$ cat src/rtl/blk_inv_pkg.sv
// Shared types for the block-LU inversion sequencer: FSM states, row-bank and mul-pass encodings.
package blk_inv_pkg;

   typedef enum logic [3:0] {
      S_IDLE, S_LU0_GO, S_LU0_WAIT, S_LINV_GO, S_LINV_WAIT, S_UINV_GO, S_UINV_WAIT,
      S_MUL_U12, S_MUL_L21, S_MUL_SCHUR, S_LU1_GO, S_LU1_WAIT, S_DONE
   } state_e;

   typedef enum logic [1:0] {BANK_A00, BANK_L, BANK_U, BANK_SCHUR} bank_e;

   typedef enum logic [1:0] {PASS_U12, PASS_L21, PASS_SCHUR} pass_e;

   // Index width for a SIZE x SIZE block; never narrower than one bit.
   function automatic int idx_w(input int size);
      return (size > 2) ? $clog2(size) : 1;
   endfunction

endpackage

$ cat src/rtl/blk_inv_idx_cnt.sv
// 2-D (row, col) element counter, col fastest; wraps to (0,0) after (SIZE-1, SIZE-1).
module blk_inv_idx_cnt
   import blk_inv_pkg::*;
#(
   parameter  int SIZE = 16,
   localparam int W    = idx_w(SIZE)
) (
   input  logic         i_clk,
   input  logic         i_rst_n,
   input  logic         i_clr,
   input  logic         i_inc,
   output logic [W-1:0] o_row,
   output logic [W-1:0] o_col,
   output logic         o_last
);
   localparam logic [W-1:0] MAXI = W'(SIZE - 1);

   logic [W-1:0] r_row, r_col;

   always_ff @(posedge i_clk or negedge i_rst_n) begin
      if (!i_rst_n) begin
         r_row <= '0;
         r_col <= '0;
      end else if (i_clr) begin
         r_row <= '0;
         r_col <= '0;
      end else if (i_inc) begin
         if (r_col == MAXI) begin
            r_col <= '0;
            r_row <= (r_row == MAXI) ? '0 : r_row + W'(1);
         end else begin
            r_col <= r_col + W'(1);
         end
      end
   end

   assign o_row  = r_row;
   assign o_col  = r_col;
   assign o_last = (r_row == MAXI) && (r_col == MAXI);

endmodule

$ cat src/rtl/blk_inv_seq.sv
// Block-LU inversion phase sequencer: starts lu / triang_matrix_inv, selects row bank, streams mul indices.
// Optional per-wait watchdog with sticky err_o: define BLK_INV_TIMEOUT_EN.
module blk_inv_seq
   import blk_inv_pkg::*;
#(
   parameter  int SIZE        = 16,
   parameter  int TIMEOUT_CYC = 4096,
   localparam int W           = idx_w(SIZE)
) (
   input  logic         clk_i,
   input  logic         rst_ni,
   input  logic         start_i,
   input  logic         flush_i,
   output logic         busy_o,
   output logic         done_o,
   output logic [1:0]   bank_sel_o,
   output logic         lu_start_o,
   input  logic         lu_in_ready_i,
   output logic         tinv_start_o,
   input  logic         tinv_in_ready_i,
   output logic         mul_in_valid_o,
   input  logic         mul_in_ready_i,
   output logic [W-1:0] mul_row_o,
   output logic [W-1:0] mul_col_o,
   output logic [1:0]   mul_pass_o,
   input  logic         mul_out_valid_i,
   output logic         mul_out_ready_o,
   output logic         wb_valid_o,
   output logic [W-1:0] wb_row_o,
   output logic [W-1:0] wb_col_o,
   output logic         wb_sub_o,
   output logic         err_o
);
   localparam int CW = 2*W + 1;

   state_e        r_state, w_nxt;
   logic          r_seen_low, r_iss_done, r_ret_done;
   logic [CW-1:0] r_pend;
   logic          w_in_wait, w_in_mul, w_ready, w_wait_exit, w_pass_end, w_timeout, w_clr;
   logic          w_iss_acc, w_ret_acc, w_iss_last, w_ret_last;

   assign w_in_wait   = r_state inside {S_LU0_WAIT, S_LINV_WAIT, S_UINV_WAIT, S_LU1_WAIT};
   assign w_in_mul    = r_state inside {S_MUL_U12, S_MUL_L21, S_MUL_SCHUR};
   assign w_ready     = (r_state inside {S_LU0_WAIT, S_LU1_WAIT}) ? lu_in_ready_i : tinv_in_ready_i;
   // Only a rise after the engine has been seen busy counts as completion.
   assign w_wait_exit = w_in_wait & r_seen_low & w_ready;
   assign w_pass_end  = w_in_mul & r_ret_done;

   always_comb begin
      w_nxt = r_state;
      case (r_state)
         S_IDLE:      if (start_i) w_nxt = S_LU0_GO;
         S_LU0_GO:    w_nxt = S_LU0_WAIT;
         S_LU0_WAIT:  if (w_wait_exit) w_nxt = S_LINV_GO;
         S_LINV_GO:   w_nxt = S_LINV_WAIT;
         S_LINV_WAIT: if (w_wait_exit) w_nxt = S_UINV_GO;
         S_UINV_GO:   w_nxt = S_UINV_WAIT;
         S_UINV_WAIT: if (w_wait_exit) w_nxt = S_MUL_U12;
         S_MUL_U12:   if (w_pass_end) w_nxt = S_MUL_L21;
         S_MUL_L21:   if (w_pass_end) w_nxt = S_MUL_SCHUR;
         S_MUL_SCHUR: if (w_pass_end) w_nxt = S_LU1_GO;
         S_LU1_GO:    w_nxt = S_LU1_WAIT;
         S_LU1_WAIT:  if (w_wait_exit) w_nxt = S_DONE;
         S_DONE:      w_nxt = S_IDLE;
         default:     w_nxt = S_IDLE;
      endcase
      if (w_timeout) w_nxt = S_IDLE;
      if (flush_i)   w_nxt = S_IDLE;
   end

   always_ff @(posedge clk_i or negedge rst_ni) begin
      if (!rst_ni) begin
         r_state    <= S_IDLE;
         r_seen_low <= 1'b0;
      end else begin
         r_state <= w_nxt;
         if (!w_in_wait || (w_nxt != r_state)) r_seen_low <= 1'b0;
         else if (!w_ready)                    r_seen_low <= 1'b1;
      end
   end

   // Issue/return bookkeeping restarts at every pass boundary, so passes never overlap.
   assign w_clr     = ~w_in_mul | (w_nxt != r_state);
   assign w_iss_acc = mul_in_valid_o & mul_in_ready_i;
   assign w_ret_acc = mul_out_valid_i & w_in_mul & (r_pend != '0);

   always_ff @(posedge clk_i or negedge rst_ni) begin
      if (!rst_ni) begin
         r_pend     <= '0;
         r_iss_done <= 1'b0;
         r_ret_done <= 1'b0;
      end else if (w_clr) begin
         r_pend     <= '0;
         r_iss_done <= 1'b0;
         r_ret_done <= 1'b0;
      end else begin
         if (w_iss_acc && !w_ret_acc)      r_pend <= r_pend + CW'(1);
         else if (!w_iss_acc && w_ret_acc) r_pend <= r_pend - CW'(1);
         if (w_iss_acc && w_iss_last) r_iss_done <= 1'b1;
         if (w_ret_acc && w_ret_last) r_ret_done <= 1'b1;
      end
   end

   blk_inv_idx_cnt #(.SIZE(SIZE)) u_iss_cnt (
      .i_clk   (clk_i),
      .i_rst_n (rst_ni),
      .i_clr   (w_clr),
      .i_inc   (w_iss_acc),
      .o_row   (mul_row_o),
      .o_col   (mul_col_o),
      .o_last  (w_iss_last)
   );

   blk_inv_idx_cnt #(.SIZE(SIZE)) u_ret_cnt (
      .i_clk   (clk_i),
      .i_rst_n (rst_ni),
      .i_clr   (w_clr),
      .i_inc   (w_ret_acc),
      .o_row   (wb_row_o),
      .o_col   (wb_col_o),
      .o_last  (w_ret_last)
   );

`ifdef BLK_INV_TIMEOUT_EN
   localparam int TW = $clog2(TIMEOUT_CYC + 1);

   logic [TW-1:0] r_to_cnt;
   logic          r_err;

   always_ff @(posedge clk_i or negedge rst_ni) begin
      if (!rst_ni) begin
         r_to_cnt <= '0;
         r_err    <= 1'b0;
      end else begin
         if (flush_i)        r_err <= 1'b0;
         else if (w_timeout) r_err <= 1'b1;
         if (!w_in_wait || (w_nxt != r_state)) r_to_cnt <= '0;
         else                                  r_to_cnt <= r_to_cnt + TW'(1);
      end
   end

   assign w_timeout = w_in_wait & ~w_wait_exit & (r_to_cnt == TW'(TIMEOUT_CYC - 1));
   assign err_o     = r_err;
`else
   logic w_unused_timeout;
   assign w_unused_timeout = (TIMEOUT_CYC != 0);
   assign w_timeout        = 1'b0;
   assign err_o            = 1'b0;
`endif

   always_comb begin
      bank_sel_o = BANK_A00;
      case (r_state)
         S_LINV_GO, S_LINV_WAIT: bank_sel_o = BANK_L;
         S_UINV_GO, S_UINV_WAIT: bank_sel_o = BANK_U;
         S_LU1_GO, S_LU1_WAIT:   bank_sel_o = BANK_SCHUR;
         default:                bank_sel_o = BANK_A00;
      endcase
   end

   always_comb begin
      mul_pass_o = PASS_U12;
      case (r_state)
         S_MUL_L21:   mul_pass_o = PASS_L21;
         S_MUL_SCHUR: mul_pass_o = PASS_SCHUR;
         default:     mul_pass_o = PASS_U12;
      endcase
   end

   assign busy_o          = (r_state != S_IDLE);
   assign done_o          = (r_state == S_DONE) & ~flush_i;
   assign lu_start_o      = (r_state == S_LU0_GO) | (r_state == S_LU1_GO);
   assign tinv_start_o    = (r_state == S_LINV_GO) | (r_state == S_UINV_GO);
   assign mul_in_valid_o  = w_in_mul & ~r_iss_done;
   assign mul_out_ready_o = w_in_mul;
   assign wb_valid_o      = w_ret_acc;
   assign wb_sub_o        = (r_state == S_MUL_SCHUR);

endmodule
$ cat config.mk
export PLATFORM = sky130hd
export DESIGN_NAME = blk_inv_seq
export DESIGN_NICKNAME = d
export VERILOG_FILES = /design/src/rtl/blk_inv_pkg.sv /design/src/rtl/blk_inv_idx_cnt.sv /design/src/rtl/blk_inv_seq.sv
export SDC_FILE = /design/constraint.sdc
export NUM_CORES = 1
export LEC_CHECK = 0
export ABC_AREA = 1
export CORE_UTILIZATION = 58
export DETAILED_ROUTE_END_ITERATION = 8
export GPL_ROUTABILITY_DRIVEN = 0
export GPL_TIMING_DRIVEN = 1
export PLACE_DENSITY = 0.85
export SLEW_MARGIN = 20
export SYNTH_ARGS = -nofsm -noshare
export SYNTH_HDL_FRONTEND = slang
export SYNTH_HIERARCHICAL = 1
export SYNTH_SLANG_ARGS = --single-unit
export TNS_END_PERCENT = 1
$ cat constraint.sdc
create_clock -name clk_i -period 4.5 [get_ports clk_i]
set_input_delay 0.675 -clock clk_i [delete_from_list [all_inputs] [get_ports clk_i]]
set_output_delay 0.675 -clock clk_i [all_outputs]
set_load 0.01 [all_outputs]
==> flow_summary_export.csv, run 1 <==
group,metric,value,unit
routing,routed_wl,5.277,mm
power,p_sw,0.0001442,W
global_route,antenna_found_initial,0,
global_route,grt-ovfl-total,0,
yosys,synth_area,0.002351,mm2
clock_network,cts_max_level,2,
sta,clock-skew-final,0.008781,ns
worst_setup_path,required,4.71,ns
sta,worst_slack,1.523,ns
clock_network,ctsResizeCount,0,
routing,post_drt_wl_per_cell,12.45,um
layout,area_delta_synth_final,19.74,%
worst_setup_path,critical_path.top_delay_family,"simple AND/OR/NAND/NOR gates",
sta,rsz0062_at_grt,"false",
die,fp-row-count,22,
power,ir_drop,163.1,uV
worst_setup_path,crit_type,"flop to flop",
clock_network,clock-sinks,32,
sta,setup_viol,0,
sta,tns,0,ns
routing,vias,2248,
worst_setup_path,worst-path-max-fanout,9,
run,maxCapViolCount,0,
routing,drt_pre_antenna_iters,4,
routing,drcViolationCount,0,
sta,period_needed,2.977,ns
place,dpl.hpwl,3.992,mm
layout,nets,396,
worst_setup_path,arrival,3.19,ns
worst_setup_path,crit_top_cell,"nor2_1",
outcome,status,"finished clean",
routing,drtAntennaViolNets,0,
sta,post-route-period-util,66.16,%
clock_network,numCtsBuffers,5,
worst_setup_path,cp_slowest_cell,"dfrtp_1",
clock_network,postCtsHoldBufs,0,
worst_setup_path,endpoint_kind,"flop",
clock_network,insertion_delay,0.28,ns
place,place_inst,417,
global_route,grt_pass1_wl,9.101,mm
worst_hold_path,min_path_type,"flop to flop",
clock_network,clockBufferDepth,2,
clock_network,cts_root_buffer,"clkbuf_8",
yosys,synth_cells,337,
yosys,synthDistinctLibCells,27,
worst_setup_path,slowest_delay,0.44,ns
routing,drt-initial-drc-count,157,
clock_network,post_cts_buffers,0,
die,ios,37,
routing,via_per_inst,5.302,
layout,antennaDiodeCount,0,
global_route,grt_max_degree,33,
yosys,synth_nets,357,
yosys,yosysWarnings,6,
clock_network,cts_tree,"yes",
place,place_ws,1.403,ns
sta,finalHoldViolCount,0,
power,pwr-share-seq,52.3,%
layout,drive_gt1_share,12.50,%
global_route,grt_pass1_vias,2124,
worst_setup_path,path_buf_inv,1,
power,power.density,200.1,mW/mm2
yosys,yosysSeqAreaShare,34.06,%
place,portBuffers,35,
power,p_clk_share,37.1,%
worst_setup_path,startpoint_type,"flop",
power,p_int,0.0004192,W
worst_setup_path,path_cells,"nor2_1, a21oi_1, nor2_1, nand2_1, nor2_2, inv_2, ha_1, nand2_1, o21ai_0, a21oi_1, nor2_1, nor2_1, xor2_1, nand2_1, o21ai_0, nor2_2",
power,leakage,1.414,nW
die,die_area,0.004312,mm2
power,power_switching_share,25.60,%
die,start_util,62.34,%
yosys,postSynthAreaPerCell,6.976,um2
sta,drv_slew,0,
clock_network,cts.clk_slew.worst_paths,0.07,ns
die,core,0.003771,mm2
power,combPwrFrac,10.7,%
global_route,gr-usage-all-layers,27.64,%
yosys,ys_seq_elements,32,
sta,fmax,0.3359,GHz
die,die_x,65.67,um
layout,stdcell_count,424,
die,fp.dieH,65.67,um
cell usage after synthesis, drive strengths merged:
cell      n  share of area, %
nand3    28               6.8
nand4     6               1.6
nor3      1              0.21
ha       11               5.9
a21oi    15               3.2
nor2     43               8.1
or2       2              0.53
fa        1              0.85
xnor2     2              0.75
xor2      6               2.2
o21bai    2              0.96
nand2   108                19
conb      1              0.16
buf       4               1.3
nor4      1              0.27
o211ai    4               1.3
dfrtp    32                34
inv      48               7.7
o21ai    22               5.5
power by group through the flow:
stage	combinational, W	clock, W	sequential (W)
finish	0.0000600	0.000209	0.000295
global placement	0.0000597	0	0.000300
detailed placement	0.0000605	0	0.000300
global route	0.0000693	0.000225	0.000295
CTS	0.0000606	0.000215	0.000294
floorplan	0.0000352	0	0.000299
cells by family after synthesis:
| family | count (synthesis) | share of synthesized area, % |
|---|---|---|
| compound gates | 43 | 10.91 |
| xor+xnor | 8 | 2.980 |
| fa+ha+maj | 12 | 6.706 |
| buf+inv | 52 | 8.994 |
| flops | 32 | 34.06 |
| other cells | 1 | 0.1595 |
| simple gates | 189 | 36.19 |
path summary, 6_finish.rpt:
check	startpoint	endpoint	slack, ns	cells after the start
max	r_state[2]	r_pend[6]	1.52	16
min	u_iss_cnt/o_row[3]	u_iss_cnt/o_row[3]	0.56	2
max reg2reg	r_state[2]	r_pend[6]	1.52	16
min reg2reg	u_iss_cnt/o_row[3]	u_iss_cnt/o_row[3]	0.56	2
max in group asynchronous	rst_ni	r_state[1]	3.40	2
min in group asynchronous	rst_ni	r_pend[6]	0.79	2
layout by cell type (no fill, tap or decap), drive strengths merged:
cell,count
or2,2
nor4,1
nand2,108
conb,1
xor2,6
clkbuf,6
o21bai,2
dfrtp,32
nand4,6
ha,11
nor3,1
nor2,43
clkdlybuf4s50,35
inv,48
a21oi,15
xnor2,2
fa,1
o21ai,22
buf,1
nand3,28
o211ai,4
clkinv,1
tightest hold or removal path: stages (launching register included):
cell and delay, ns:
dfrtp_1 0.40, nand2_1 0.07, nand2_1 0.06
registers in the layout, indices dropped and copies added (netlist names):
register / count
r_pend: 9
r_state: 4
u_iss_cnt/o_col: 4
u_iss_cnt/o_row: 4
u_ret_cnt/o_col: 4
u_ret_cnt/o_row: 4
r_iss_done: 1
r_ret_done: 1
r_seen_low: 1
cell type report:
class	instances	area (um2)
clock buffers	6	72.57
clock inverters	1	5.005
fillers	303	955.9
inverters	48	180.2
multi-input cells	253	1339
flip-flops and latches	32	800.8
well taps	48	60.06
repair buffers	36	357.8
metal layers:
| layer | vias up | GRT usage (%) | part of all wire [%] |
|---|---|---|---|
| met4 | 0 | 11.41 | 1.5 |
| met3 | 8 | 4.861 | 3.9 |
| met2 | 64 | 46.30 | 49 |
| met5 | - | 0 | 0 |
| met1 | 1027 | 34.72 | 46 |
| li1 | 1149 | - | - |
through the flow:
stage                     total power (W)  utilization (%)  hold slack [ns]  instance area, um2
after floorplan                 0.0003340                -           0.3794                2351
after global placement          0.0003594            72.59           0.5308                2738
after detailed placement        0.0003603            72.59           0.5337                2738
after CTS                       0.0005700            74.65           0.5600                2815
after global routing            0.0005890            74.65           0.5948                2815
final                           0.0005634            74.65           0.5576                2815
Power figures use the tool's default switching activity.
==> inputs of run 2 (changes only) <==
Settings changed: CORE_UTILIZATION 58 to 54, PLACE_DENSITY 0.85 to 0.8.
Clock period 4.5 ns to 2.9 ns, I/O delays scaled along.
==> run 2 against run 1 <==
Compared with the run above:
- routed wire length is 2.9% lower
- total power is 51% higher
- worst hold slack worse by 0.0047 ns
- first-iteration DRC count is 13% lower
- flip-flop and latch count stayed put
- largest power group unchanged
- highest routed layer unchanged
==> flow_summary_export.csv, run 2 (synthesized netlist as in run 1, its figures left out) <==
group,metric,value,unit
die,core,0.004086,mm2
worst_setup_path,worst-path-max-fanout,9,
global_route,grt-ovfl-total,0,
routing,via_per_inst,5.174,
layout,design_area,0.002890,mm2
layout,final_common_cell,"nand2_1",
die,fp-row-count,23,
routing,post_drt_wl_per_cell,11.88,um
global_route,grt_pass1_vias,1907,
clock_network,numCtsBuffers,5,
sta,period_needed,2.667,ns
routing,vias,2230,
routing,drtAntennaViolNets,0,
worst_hold_path,min_path_type,"flop to flop",
clock_network,cts_tree,"yes",
layout,drive_gt1_share,15.22,%
global_route,gr-usage-all-layers,23.19,%
die,ios,37,
sta,drv_slew,0,
power,ir_drop,243.5,uV
clock_network,cts_max_level,2,
power,leakage,1.443,nW
sta,finalHoldViolCount,0,
worst_setup_path,startpoint_type,"flop",
power,pwr-share-seq,53.7,%
clock_network,insertion_delay,0.27,ns
layout,largest_reg_flops,9,
outcome,status,"finished clean",
die,fp.dieH,67.98,um
place,dpl.hpwl,3.870,mm
power,power.density,294.7,mW/mm2
clock_network,postCtsHoldBufs,0,
global_route,grt_pass1_wl,8.079,mm
routing,drt-initial-drc-count,136,
layout,final_cell_mix,"nand2_1 (98), inv_1 (42), clkdlybuf4s50_1 (35)",
layout,nets,403,
worst_setup_path,arrival,2.83,ns
layout,antennaDiodeCount,0,
run,maxCapViolCount,0,
routing,drt_pre_antenna_iters,4,
clock_network,clockBufferDepth,2,
sta,post-route-period-util,91.95,%
power,power_switching_share,24.56,%
place,portBuffers,35,
clock_network,cts_root_buffer,"clkbuf_8",
clock_network,clock-sinks,32,
sta,tns,0,ns
routing,drcViolationCount,0,
worst_setup_path,crit_type,"flop to flop",
routing,routed_wl,5.122,mm
die,die_x,67.98,um
die,die_area,0.004621,mm2
worst_setup_path,endpoint_kind,"flop",
global_route,grt_max_degree,33,
layout,area_delta_synth_final,22.94,%
sta,setup_viol,0,
sta,clock-skew-final,0.002206,ns
clock_network,cts.clk_slew.worst_paths,0.06,ns
sta,fmax,0.3750,GHz
layout,regMostFlops,"r_pend",
power,p_clk_share,35.1,%
die,start_util,57.53,%
power,p_sw,0.0002092,W
worst_setup_path,required,3.06,ns
sta,worst_slack,0.2333,ns
power,p_int,0.0006424,W
place,placed_area,0.002770,mm2
place,place_ws,0.06086,ns
global_route,antenna_found_initial,0,
power,combPwrFrac,11.1,%
-- run 2: final cells by class --
class	count	area [um2]
Multi-Input combinational cell	253	1364
Fill cell	361	1196
Sequential cell	32	802.0
Timing Repair Buffer	43	410.4
Inverter	48	182.7
Clock buffer	5	68.82
Tap cell	50	62.56
-- run 2: repair_timing --
item,4_1_cts,5_1_grt
buffers inserted,0,3
resized for setup,0,8
endpoints found under the setup margin,0,5
-- run 2: per-stage QoR --
stage | instances | hold WS, ns | util, % | power [W]
CTS | 428 | 0.5442 | 69.47 | 0.0008617
floorplan | 337 | 0.1394 | - | 0.0005183
global placement | 423 | 0.5045 | 67.79 | 0.0005588
detailed placement | 423 | 0.5265 | 67.79 | 0.0005600
finish | 431 | 0.5528 | 70.73 | 0.0008516
global route | 431 | 0.5776 | 70.73 | 0.0008909
-- run 2: final timing paths --
check | from | to | slack [ns] | depth (start not counted)
worst min-delay path | u_iss_cnt/o_row[3] | u_iss_cnt/o_row[3] | 0.55 | 2
worst max register to register | r_state[2] | r_pend[5] | 0.23 | 17
min in group asynchronous | rst_ni | r_pend[5] | 0.56 | 2
worst max-delay path | r_state[2] | r_pend[5] | 0.23 | 17
max in group asynchronous | rst_ni | r_state[1] | 2.01 | 2
worst min register to register | u_iss_cnt/o_row[3] | u_iss_cnt/o_row[3] | 0.55 | 2
-- run 2: worst max-delay path, cell delays in order (launching register included) --
cell and delay, ns:
dfrtp_1 0.45, nand2_1 0.14, nor2_2 0.16, a21oi_1 0.07, nor2_2 0.16, nand2_2 0.10
nor2_4 0.17, inv_4 0.09, ha_4 0.24, a21oi_1 0.12, nand2_1 0.11, a21oi_1 0.16
nor2_1 0.05, nor2_1 0.13, xor2_1 0.16, nand2_1 0.07, o21ai_0 0.11, nor2_2 0.06
-- run 2: layer usage --
layer / vias up / wire length, um / global-route usage (%) / share of wire [%]
li1: 1157 / - / - / -
met1: 1029 / 2444 / 29.78 / 48
met2: 38 / 2461 / 39.46 / 48
met3: 6 / 172 / 3.500 / 3.4
met4: 0 / 42 / 7.813 / 0.82
met5: - / 0 / 0 / 0
-- run 2: power groups by stage --
stage	combinational [W]	sequential (W)	clock, W
final	0.0000947	0.000458	0.000299
after global routing	0.000107	0.000458	0.000326
after CTS	0.0000950	0.000457	0.000310
after detailed placement	0.0000948	0.000465	0
after global placement	0.0000937	0.000465	0
after floorplan	0.0000546	0.000464	0
